--- src/rtl/truth_table_sweep.sv ---
// Sweeps {w,x,y,z} through 0..15, samples f after SETTLE cycles per combination,
// and builds a 16-bit truth table plus minterm count. Optional compare: TT_SWEEP_CMP_EN.
module truth_table_sweep #(
   parameter int unsigned SETTLE = 1
) (
   input  logic        clk,
   input  logic        rst_n,
   input  logic        start,
   input  logic        f,
   output logic        w,
   output logic        x,
   output logic        y,
   output logic        z,
   output logic        busy,
   output logic        done,
   output logic [15:0] tt,
   output logic [4:0]  ones
`ifdef TT_SWEEP_CMP_EN
   ,
   input  logic [15:0] expected,
   output logic [15:0] mismatch,
   output logic        pass
`endif
);

   typedef enum logic [1:0] {ST_IDLE, ST_SETTLE, ST_DONE} state_t;

   localparam logic [7:0] CNT_LAST = 8'(SETTLE - 1);

   state_t     state, state_next;
   logic [3:0] idx;
   logic [7:0] cnt;
   logic       accept;
   logic       sample;
   logic       last;

   assign accept = (state == ST_IDLE) && start;
   assign sample = (state == ST_SETTLE) && (cnt == CNT_LAST);
   assign last   = sample && (idx == 4'd15);

   always_ff @(posedge clk or negedge rst_n) begin
      if (!rst_n) state <= ST_IDLE;
      else        state <= state_next;
   end

   always_comb begin
      state_next = state;
      case (state)
         ST_IDLE:   if (start) state_next = ST_SETTLE;
         ST_SETTLE: if (last)  state_next = ST_DONE;
         ST_DONE:              state_next = ST_IDLE;
         default:              state_next = ST_IDLE;
      endcase
   end

   // idx is left at 15 after a sweep, so w..z hold 4'b1111 until the next start
   always_ff @(posedge clk or negedge rst_n) begin
      if (!rst_n) begin
         idx  <= '0;
         cnt  <= '0;
         tt   <= '0;
         ones <= '0;
      end else if (accept) begin
         idx  <= '0;
         cnt  <= '0;
         tt   <= '0;
         ones <= '0;
      end else if (state == ST_SETTLE) begin
         if (sample) begin
            tt[idx] <= f;
            ones    <= ones + 5'(f);
            cnt     <= '0;
            if (idx != 4'd15) idx <= idx + 4'd1;
         end else begin
            cnt <= cnt + 8'd1;
         end
      end
   end

`ifdef TT_SWEEP_CMP_EN
   // The last sample lands in tt on the same edge, so f stands in for tt[15]
   always_ff @(posedge clk or negedge rst_n) begin
      if (!rst_n) begin
         mismatch <= '0;
         pass     <= 1'b0;
      end else if (accept) begin
         mismatch <= '0;
         pass     <= 1'b0;
      end else if (last) begin
         mismatch <= {f, tt[14:0]} ^ expected;
         pass     <= (({f, tt[14:0]} ^ expected) == 16'h0000);
      end
   end
`endif

   assign {w, x, y, z} = idx;
   assign busy         = (state == ST_SETTLE);
   assign done         = (state == ST_DONE);

endmodule

--- config.mk ---
export PLATFORM = sky130hd
export DESIGN_NAME = truth_table_sweep
export DESIGN_NICKNAME = d
export VERILOG_FILES = /design/src/rtl/truth_table_sweep.sv
export SDC_FILE = /design/constraint.sdc
export NUM_CORES = 1
export LEC_CHECK = 0
export ABC_AREA = 1
export CAP_MARGIN = 20
export CORE_MARGIN = 3
export CORE_UTILIZATION = 49
export DETAILED_ROUTE_END_ITERATION = 16
export GPL_ROUTABILITY_DRIVEN = 0
export PLACE_DENSITY = 0.76
export SYNTH_ARGS = -nofsm -noshare
export SYNTH_HDL_FRONTEND = slang
export SYNTH_SLANG_ARGS = --single-unit
--- constraint.sdc ---
create_clock -name clk -period 1.4 [get_ports clk]
set_clock_uncertainty 0.1 [all_clocks]
set_input_delay 0.42 -clock clk [delete_from_list [all_inputs] [get_ports clk]]
set_output_delay 0.42 -clock clk [all_outputs]
set_load 0.05 [all_outputs]
==> impl_summary.md, run 1 <==
Die
The die extent in x is between 70 and 80 microns. 31 I/O pins were placed. The starting density of the core is roughly 54%. After floorplanning, the core was divided into 22 placement rows. The die outline height is approximately 70 microns.

Clocking
No sink is reached through more buffers than the 2 on the longest clock path. The H-tree was split into 2 levels. The tree is rooted in a sky130_fd_sc_hd__clkbuf_8. The number of hold buffers added after CTS was 0. The total clock sinks is 35. The CTS buffer count is 5.

Placement
The HPWL after detailed placement is approximately 3600 microns. The count of buffers inserted at the top-level ports is 30. The post-detailed-placement cell area is 2954 sq um.

Outcome
Progress stopped at 5_1_grt. The flow did not finish. The tool reported: "[ERROR GRT-0232] Routing congestion too high. Check the congestion heatmap in the GUI".

Synthesis
The number of nets in the synthesized netlist is between 200 and 300. The count of warnings emitted by yosys is 0. The mean area per synthesized cell is approximately 7.4 sq um. The area of the mapped netlist is a little over 2000 sq um. The post-synthesis sequential element count is 35. The number of different library cells used by synthesis comes to 25. The sequential area share after synthesis is between 40 and 50%. The cell count after synthesis came out at between 200 and 300.

STA
When the last timing repair stopped, the worst path ended at done. The type of pin the worst path ends at is an output port.

GRT
The largest net degree at the start of global routing is 36. The leftover overflow at the end of global routing is 85. For this run, the total global-route usage over all layers was measured as 71.96%.
-- through the flow --
stage | cells | hold WS, ns | setup slack [ns]
after CTS | 419 | 0.4093 | -0.2368
after detailed placement | 380 | 0.4170 | -0.5514
after global placement | 380 | 0.4055 | -0.5020
after floorplan | 278 | 0.02441 | -0.1508
-- logic make-up after synthesis --
kind of cell	count (synthesis)	share of synthesized area [%]
adder cells (fa/ha/maj)	8	4.855
AO/OA/AOI/OAI	8	2.002
XOR/XNOR	4	1.699
flip-flops	35	42.48
AND/OR/NAND/NOR	176	38.71
buffers and inverters	47	10.26
-- routing by layer --
metal  GRT overflow  GRT usage (%)
met1              0          74.25
met2             55          92.69
met3              0          46.45
met4             30          77.04
met5              0              0
-- synth_stat cells --
library cell	instances	area [sq um]
sky130_fd_sc_hd__o21ai_0	5	25.02
sky130_fd_sc_hd__nor2_2	2	12.51
sky130_fd_sc_hd__inv_1	32	120.1
sky130_fd_sc_hd__inv_4	1	6.260
sky130_fd_sc_hd__o21ai_1	1	5.000
sky130_fd_sc_hd__inv_2	2	7.510
sky130_fd_sc_hd__nor2_4	2	22.52
sky130_fd_sc_hd__a21oi_1	1	5.000
sky130_fd_sc_hd__nand2_2	1	6.260
sky130_fd_sc_hd__or2_2	1	6.260
sky130_fd_sc_hd__nand3_4	1	17.52
sky130_fd_sc_hd__buf_4	1	7.510
sky130_fd_sc_hd__buf_6	3	33.78
sky130_fd_sc_hd__dfrtp_1	35	875.8
sky130_fd_sc_hd__a31oi_1	1	6.260
sky130_fd_sc_hd__nor3_1	3	15.01
sky130_fd_sc_hd__nand3_2	1	10.01
sky130_fd_sc_hd__buf_2	5	25.02
sky130_fd_sc_hd__nand4_1	22	137.6
sky130_fd_sc_hd__nor2_1	39	146.4
sky130_fd_sc_hd__ha_1	8	100.1
sky130_fd_sc_hd__clkbuf_1	3	11.26
sky130_fd_sc_hd__xor2_1	4	35.03
sky130_fd_sc_hd__nand3_1	27	135.1
sky130_fd_sc_hd__nand2_1	77	289.0
-- what timing repair did --
| action | in CTS |
|---|---|
| gates resized for setup | 72 |
| gates cloned | 6 |
| pin swaps | 37 |
| buffers inserted | 25 |
| endpoints found under the setup margin | 47 |
==> run 2, diff against run 1 <==
--- a/config.mk
+++ b/config.mk
@@ -8,10 +8,10 @@
 export ABC_AREA = 1
 export CAP_MARGIN = 20
 export CORE_MARGIN = 3
-export CORE_UTILIZATION = 49
+export CORE_UTILIZATION = 40
 export DETAILED_ROUTE_END_ITERATION = 16
 export GPL_ROUTABILITY_DRIVEN = 0
-export PLACE_DENSITY = 0.76
+export PLACE_DENSITY_LB_ADDON = 0.15
 export SYNTH_ARGS = -nofsm -noshare
 export SYNTH_HDL_FRONTEND = slang
 export SYNTH_SLANG_ARGS = --single-unit
==> constraint.sdc (replaced) <==
create_clock -name clk -period 1.8 [get_ports clk]
set_clock_uncertainty 0.1 [all_clocks]
set_input_delay 0.54 -clock clk [delete_from_list [all_inputs] [get_ports clk]]
set_output_delay 0.54 -clock clk [all_outputs]
set_load 0.05 [all_outputs]
==> run 2 against run 1 <==
Effect of this change:
- the run now ends clean
- area after synthesis unchanged
- synthesized cell count did not move
==> impl_summary.md, run 2 <==
Die
The number of placed I/O pins is 31 (unchanged). The full die area is around 6100 sq um. The starting density of the core is 42.53% (-11 points). The die extent in x is 77.80 microns (+9.8%).

The number of placement rows was 25 (+14%). The floorplan step defined a core boundary enclosing roughly 4800 sq um. The die outline height is 77.80 microns (+9.8%).

Setup path
The worst setup path is of the reg2out kind. The worst setup path is captured at a primary output. Walking the worst path, the cells encountered are inv_2, nor2_1, buf_12. The worst-case register-to-register setup slack is between 0.15 and 0.2 ns. Among all stages on the critical path, the largest delay is contributed by sky130_fd_sc_hd__dfrtp_1. The sort of element at the start of the critical path is a flop.

For the worst setup path, the data arrival time is around 1.1 ns. The required time of the critical path is between 1 and 1.5 ns. The largest stage delay on the critical path is roughly 0.4 ns.

The largest driver fanout on the critical path is 4.

Placement
The detailed placer's ending HPWL came to 3274 microns (-8.0%). The count of buffers inserted at the top-level ports was 30 (unchanged). The post-placement cell count is 378 (-0.53%).

The post-detailed-placement cell area was 2799 sq um (-5.3%).

STA
Setup violations remaining at the end of the flow were counted as 0. The headroom to the max-slew limit is 66.95%. The count of pins over their slew limit is 0. The number of failing hold endpoints at the final stage is 0.

The routed design could run at a clock period as short as 1.749 ns. Dividing the final minimum period by the clock period gives between 90% and 100%. At the pin with the least slew margin, the transition time is about 0.49 ns. Setup repair after global routing left no endpoint under its margin. Based on the critical path, the design can be clocked at up to about 570 MHz. The sum of negative setup slack is 0 ns.

Pwr
In this run the power spent charging and discharging nets is ~330 uW. The share of total power in combinational logic is under 10%. The peak ir drop on the vdd network is ~380 uV. Cell internal power was estimated by the tool at between 1000 and 1500 uW. The part of the total power dissipated in the clock network is roughly 48%. The standby leakage power is about 0.0014 uW. The share of total power dissipated in sequential elements is slightly below 50%. Overall power consumption after layout is estimated at around 1600 uW. Net switching is 20.97% of the power. The power density relative to cell area is 541.7 nW/um^2.

Final layout
In the final design database the tool counted 330 nets. After routing the design area is roughly 3000 sq um. Leaving out fill and tap cells, the most frequent cell in the layout is sky130_fd_sc_hd__nand2_1. The area added between synthesis and finish is 41.69%. The post-route netlist has between 20% and 30% of its cells at a drive strength greater than 1. The number of non-filler instances in the completed layout is 386. In the layout the commonest cells are sky130_fd_sc_hd__nand2_1 (77), sky130_fd_sc_hd__nor2_1 (39), sky130_fd_sc_hd__dfrtp_1 (33). The number of inserted diodes is 0. The register with the most flip-flops in the layout has 16 of them.

The layout has between 400 and 500 filler cells. The area taken by multi-input logic gates is 979.7 sq um. Registers take 878.3 sq um. The register with the most flip-flops in the final layout is tt. The largest registers in the layout are tt (16), cnt (8), ones (5).

Synthesis
The most used flip-flop cell after synthesis is sky130_fd_sc_hd__dfrtp_1. The cell type with the largest total area after synthesis is sky130_fd_sc_hd__dfrtp_1. The count of warnings emitted by yosys is 0 (unchanged). The number of library cell types mapped by synthesis came to 25 (unchanged). The share of flip-flops with an asynchronous set or reset after synthesis is 100.0% (unchanged). The synthesized net count is 290 (unchanged). The portion of synthesized cell area occupied by the leading cell type is 42.48% (unchanged). In the post-synthesis netlist, the biggest area contributors are sky130_fd_sc_hd__dfrtp_1 (42%), sky130_fd_sc_hd__nand2_1 (14%), sky130_fd_sc_hd__nor2_1 (7.1%). The mean area per synthesized cell is 7.417 sq um (unchanged). The post-synthesis sequential element count was 35 (unchanged).

The number of synthesized flops with an enable pin was 0 (unchanged). The post-synthesis cell count is 278 (unchanged). The area of the mapped netlist is 2062 sq um (unchanged).

By count the netlist is led by sky130_fd_sc_hd__nand2_1 (77), sky130_fd_sc_hd__nor2_1 (39), sky130_fd_sc_hd__dfrtp_1 (35). The sequential area share after synthesis is 42.48% (unchanged). By instance count, the leading cell after synthesis is sky130_fd_sc_hd__nand2_1.

Drt
The pre-antenna-repair detailed-routing pass consisted of 5 iterations. The per-cell routed wire length is about 11 microns. The number of vias after detailed routing is approximately 1,800. After the first detailed-routing iteration, the DRC count stood at 90. The total wirelength of the detailed-routed design is approximately 4400 microns. The number of routed nets with antenna violations is 0. After detailed routing, the number of remaining DRC violations is 0. In the routed layout, each cell is associated on average with a via count of roughly 4.7.

GRT
The overall routing resource usage is approximately 16%. Entering global routing, the biggest net connects 39 pins. The via count of the first global-routing pass was about 1,700. For this run the aggregate overflow at the end of global routing stands at 0. The initial antenna violation count is 0. The wire length of the first global-routing pass is roughly 7700 microns.

Clocking
The number of buffers on the longest clock path is 2 (unchanged). The number of setup buffers added after CTS was 0 (-100%). The clock-pin transition on the worst setup and hold timing paths is 0.08 ns. The number of buffers inserted for hold repair after clock tree synthesis is 0 (unchanged). For the worst-skew pair, the clock arrives at the later sink with an insertion delay of about 0.3 ns.

The total clock sinks is 35 (unchanged). TritonCTS built the clock tree. The CTS buffer count is 5 (unchanged).

The number of gates resized after CTS came to 0 (-100%). The number of H-tree branching levels came to 2 (unchanged). The cell sitting at the root of the clock tree is a sky130_fd_sc_hd__clkbuf_8.

Hold path
The path class of the tightest hold or removal check is in2async.

Job
The count of max-cap constraint violations is 0.

Outcome
The flow ran to the end, and the final reports show no timing, DRC or antenna violations.
[run 2: cell counts after synthesis]
Identical to the previous run, type by type.
[run 2: worst paths after layout]
check                                      from             endpoint  cells past startpoint
hold reg to reg              cnt[6]$_DFFE_PN0P_   cnt[6]$_DFFE_PN0P_                      2
setup reg to reg             cnt[0]$_DFFE_PN0P_    tt[9]$_DFFE_PN0P_                      8
min in group clk             cnt[6]$_DFFE_PN0P_   cnt[6]$_DFFE_PN0P_                      2
max in group asynchronous                 rst_n  ones[0]$_DFFE_PN0P_                      2
setup / recovery           state[1]$_DFFE_PN0P_                 done                      3
hold / removal                            rst_n   idx[3]$_DFFE_PN0P_                      1
[run 2: cell type report]
cell class,count,share of cell area (%)
Tap cell,67,2.869
Clock inverter,2,1.199
Multi-Input combinational cell,196,33.53
Timing Repair Buffer,45,24.93
Clock buffer,6,2.827
Sequential cell,35,30.06
Inverter,35,4.582
[run 2: cells by family (layout without fill, tap and decap cells)]
group,after synthesis,in the layout,synth area share [%]
compound gates,8,8,2.002
xor+xnor,4,4,1.699
fa+ha+maj,8,8,4.855
buf+inv,47,88,10.26
flops,35,35,42.48
simple gates,176,176,38.71
[run 2: power groups by stage]
stage	sequential, uW	clock [uW]	combinational [uW]
floorplan	801	0	8.23
global placement	801	0	44.0
detailed placement	801	0	44.1
CTS	786	762	44.2
global route	785	793	47.1
finish	786	754	42.5
[run 2: per-layer routing]
metal / track usage [%] / part of all wire, % / routed length, microns
met5: 0 / 0 / 0
met4: 5.872 / 1.5 / 66
met3: 4.408 / 4.9 / 216
met2: 23.20 / 42 / 1854
met1: 22.64 / 52 / 2293
[run 2: through the flow]
| stage | setup WS [ns] | hold slack, ns | utilization (%) |
|---|---|---|---|
| 2_1_floorplan | 0.05413 | 0.1444 | - |
| 3_3_place_gp | -0.2144 | 0.4030 | 57.73 |
| 3_5_place_dp | -0.2548 | 0.4064 | 57.73 |
| 4_1_cts | 0.03985 | 0.08908 | 60.15 |
| 5_1_grt | 0.01458 | 0.09689 | 60.26 |
| 6_report | 0.05091 | 0.07670 | 60.26 |
[run 2: critical path: cells and delay by family (launching register included)]
kind / cells / cell delay (ns)
buf+inv: 2 / 0.24
flops: 1 / 0.40
simple gates: 1 / 0.17
No activity file was read; power rests on OpenSTA's default activity.
==> run 3, diff against run 2 <==
--- a/config.mk
+++ b/config.mk
@@ -8,7 +8,8 @@
 export ABC_AREA = 1
 export CAP_MARGIN = 20
 export CORE_MARGIN = 3
-export CORE_UTILIZATION = 40
+export CORE_UTILIZATION = 30
+export CTS_CLUSTER_SIZE = 40
 export DETAILED_ROUTE_END_ITERATION = 16
 export GPL_ROUTABILITY_DRIVEN = 0
 export PLACE_DENSITY_LB_ADDON = 0.15
==> run 3 against run 2 <==
Effect of this change:
- clock power shrank 24%
- setup slack gained 0.014 ns
- clock-buffer cell count unchanged
- largest power group unchanged
- sequential share of layout area grew 0.26 points
- non-clock buffer count up 1
- total power decreased by 11%
- first-iteration DRC count is 42% higher
- via count increased by 0.44%
- global-route usage decreased by 2.6 points
- final cell count is 2.8% higher
- core utilization is 16 points lower
- register-to-register slack hardly changed
==> impl_summary.md, run 3 (synthesized netlist as in run 2, its figures left out) <==
Outcome
The run finished with clean final reports.

Pwr
The peak ir drop on the vdd network is 209.1 uV (-45%). The standby leakage power was 0.001388 uW (-1.4%). The power density relative to cell area came to 484.4 nW/um^2 (-11%).

Final layout
The filler cell count in the final layout came to 646 (+49%). The area added between synthesis and finish is 40.47%. Leaving out fill and tap cells, the most frequent cells in the layout are sky130_fd_sc_hd__nand2_1 (77), sky130_fd_sc_hd__nor2_1 (38), sky130_fd_sc_hd__dfrtp_1 (33). The most frequent standard cell in the layout excluding fill and tap cells is sky130_fd_sc_hd__nand2_1.

The share of cells above drive strength 1 is 20.63% (+0.25 points). The final layout net count was 331 (+0.30%). The final standard cell area without fillers is 2897 sq um (-0.86%).

The largest register by flop count is tt. The number of flip-flops under the largest register name is 16 (unchanged). The number of inserted diodes is 0 (unchanged).

In the final layout, the registers with the most flip-flops are tt (16), cnt (8), ones (5).

Setup path
The sort of element at the start of the critical path is a flop. The worst-case reg-to-reg path depth came to 9 (+1). The endpoint kind of the worst setup timing path is a primary output. The worst endpoint data arrival time is 1.10 ns (about the same). The type of the setup path with the least slack is reg2out. The required time of the critical path is 1.16 ns (about the same). The largest driver fanout on the critical path is 4 (unchanged).

STA
The number of failing hold endpoints at the final stage is 0 (unchanged). The count of pins over their slew limit is 0 (unchanged). The total setup violations reported at the end of the flow is 0 (unchanged). The minimum period implied by the final worst setup slack is 1.735 ns (-0.01375 ns). The sum of negative setup slack is 0 ns (unchanged). The worst-margin pin slew is 0.4880 ns (-0.005896 ns). The final setup slack of the worst path is 0.06466 ns (+0.01375 ns). The share of the cycle needed by the critical path after routing was 96.41% (-0.76 points). The achievable frequency is 576.3 MHz (+0.79%).

Setup repair after global routing left no endpoint under its margin. The headroom to the max-slew limit was 67.35% (+0.39 points).

Clocking
The number of gates resized after CTS is 0 (unchanged). The clock tree from TritonCTS is done. The number of buffers inserted for hold repair after clock tree synthesis is 0 (unchanged). The total clock sinks is 35 (unchanged). The CTS buffer count is 5 (unchanged). The clock-pin transition on the worst setup and hold timing paths is 0.08 ns (about the same). The number of buffers on the longest clock path is 2 (unchanged). The number of setup buffers added after CTS is 0 (unchanged).

The tree is rooted in a sky130_fd_sc_hd__clkbuf_8. The number of H-tree branching levels is 2 (unchanged). The insertion delay to the later sink of the worst-skew pair came to 0.29 ns (about the same).

Die
The number of placement rows was 29 (+16%). The die extent in x came to 88.91 microns (+14%). The placeable core region is 6495 sq um (+34%).

The starting density of the core is 31.75% (-11 points). The number of placed I/O pins is 31 (unchanged). The full die area is 7904 sq um (+31%). The die outline height is 88.91 microns (+14%).

Drt
The total wirelength of the detailed-routed design came to 4752 microns (+7.3%). The per-cell routed wire length is 11.97 microns (+4.3%). The number of optimization iterations in the first detailed-route pass came to 4 (-1). The number of vias after detailed routing is 1,827 (+0.44%). The number of routed nets with antenna violations is 0 (unchanged). The detail-routed via count per cell was 4.602 (-2.3%). The violation count after the first detailed-routing iteration is 128 (+42%). The number of remaining DRC errors is 0 (unchanged).

GRT
The leftover overflow at the end of global routing was 0 (unchanged). The via count of the first global-routing pass is 1,787 (+7.1%). The largest net degree at the start of global routing is 39 (unchanged). The overall routing resource usage is 13.37% (-2.6 points).

The wire length of the first global-routing pass is 8280 microns (+7.5%). The initial antenna violation count is 0 (unchanged).

Hold path
The path category of the worst min-delay check is in2async.

Placement
The post-placement setup slack was -0.2459 ns (+0.008959 ns). The detailed placer's ending HPWL is 3463 microns (+5.8%). The post-detailed-placement cell area is 2806 sq um (+0.27%). The count of buffers inserted at the top-level ports is 30 (unchanged).

Job
The count of max-cap constraint violations came to 0 (unchanged).
-- run 3: layer usage --
metal | global-route usage [%] | vias to the layer above | share of wire [%]
li1 | - | 967 | -
met1 | 19.28 | 817 | 49
met2 | 20.72 | 39 | 46
met3 | 2.488 | 4 | 4.6
met4 | 3.297 | 0 | 1.1
met5 | 0 | - | 0
-- run 3: final cells by class --
type | instances | area [sq um] | area share, %
clock inverters | 2 | 12.51 | 0.4320
multi-input cells | 196 | 979.7 | 33.82
repair buffers | 46 | 723.2 | 24.97
inverters | 35 | 133.9 | 4.622
clock buffers | 6 | 72.57 | 2.505
flip-flops and latches | 35 | 878.3 | 30.32
well taps | 77 | 96.34 | 3.326
-- run 3: stage by stage --
step                      util, %  hold slack (ns)  std cells  total power, uW
after CTS                   44.52          0.04568        397             1430
after global placement      43.21           0.3587        389            845.9
after floorplan                 -           0.1444        278            809.6
final                       44.60          0.03560        397             1403
after global routing        44.60          0.06086        397             1450
after detailed placement    43.21           0.3603        389            846.1
-- run 3: worst paths after layout --
check,start,end,slack [ns]
worst min-delay path,rst_n,tt[14]$_DFFE_PN0P_,0.04
worst max-delay path,state[0]$_DFFE_PN0P_,busy,0.06
worst min register to register,cnt[6]$_DFFE_PN0P_,cnt[6]$_DFFE_PN0P_,0.44
worst max register to register,cnt[0]$_DFFE_PN0P_,idx[3]$_DFFE_PN0P_,0.18
min in group clk,cnt[6]$_DFFE_PN0P_,cnt[6]$_DFFE_PN0P_,0.44
max in group asynchronous,rst_n,tt[6]$_DFFE_PN0P_,1.13
-- run 3: where the power goes --
part	switching (uW)	leakage, uW	internal (uW)
Combinational	26.5	0.000897	16.7
Clock	304	0.0000412	271
Sequential	0	0.000450	786
-- run 3: critical path, cell delays in order (launching register included) --
cell	delay, ns
sky130_fd_sc_hd__dfrtp_1	0.39
sky130_fd_sc_hd__inv_2	0.08
sky130_fd_sc_hd__nor2_4	0.17
sky130_fd_sc_hd__buf_12	0.16
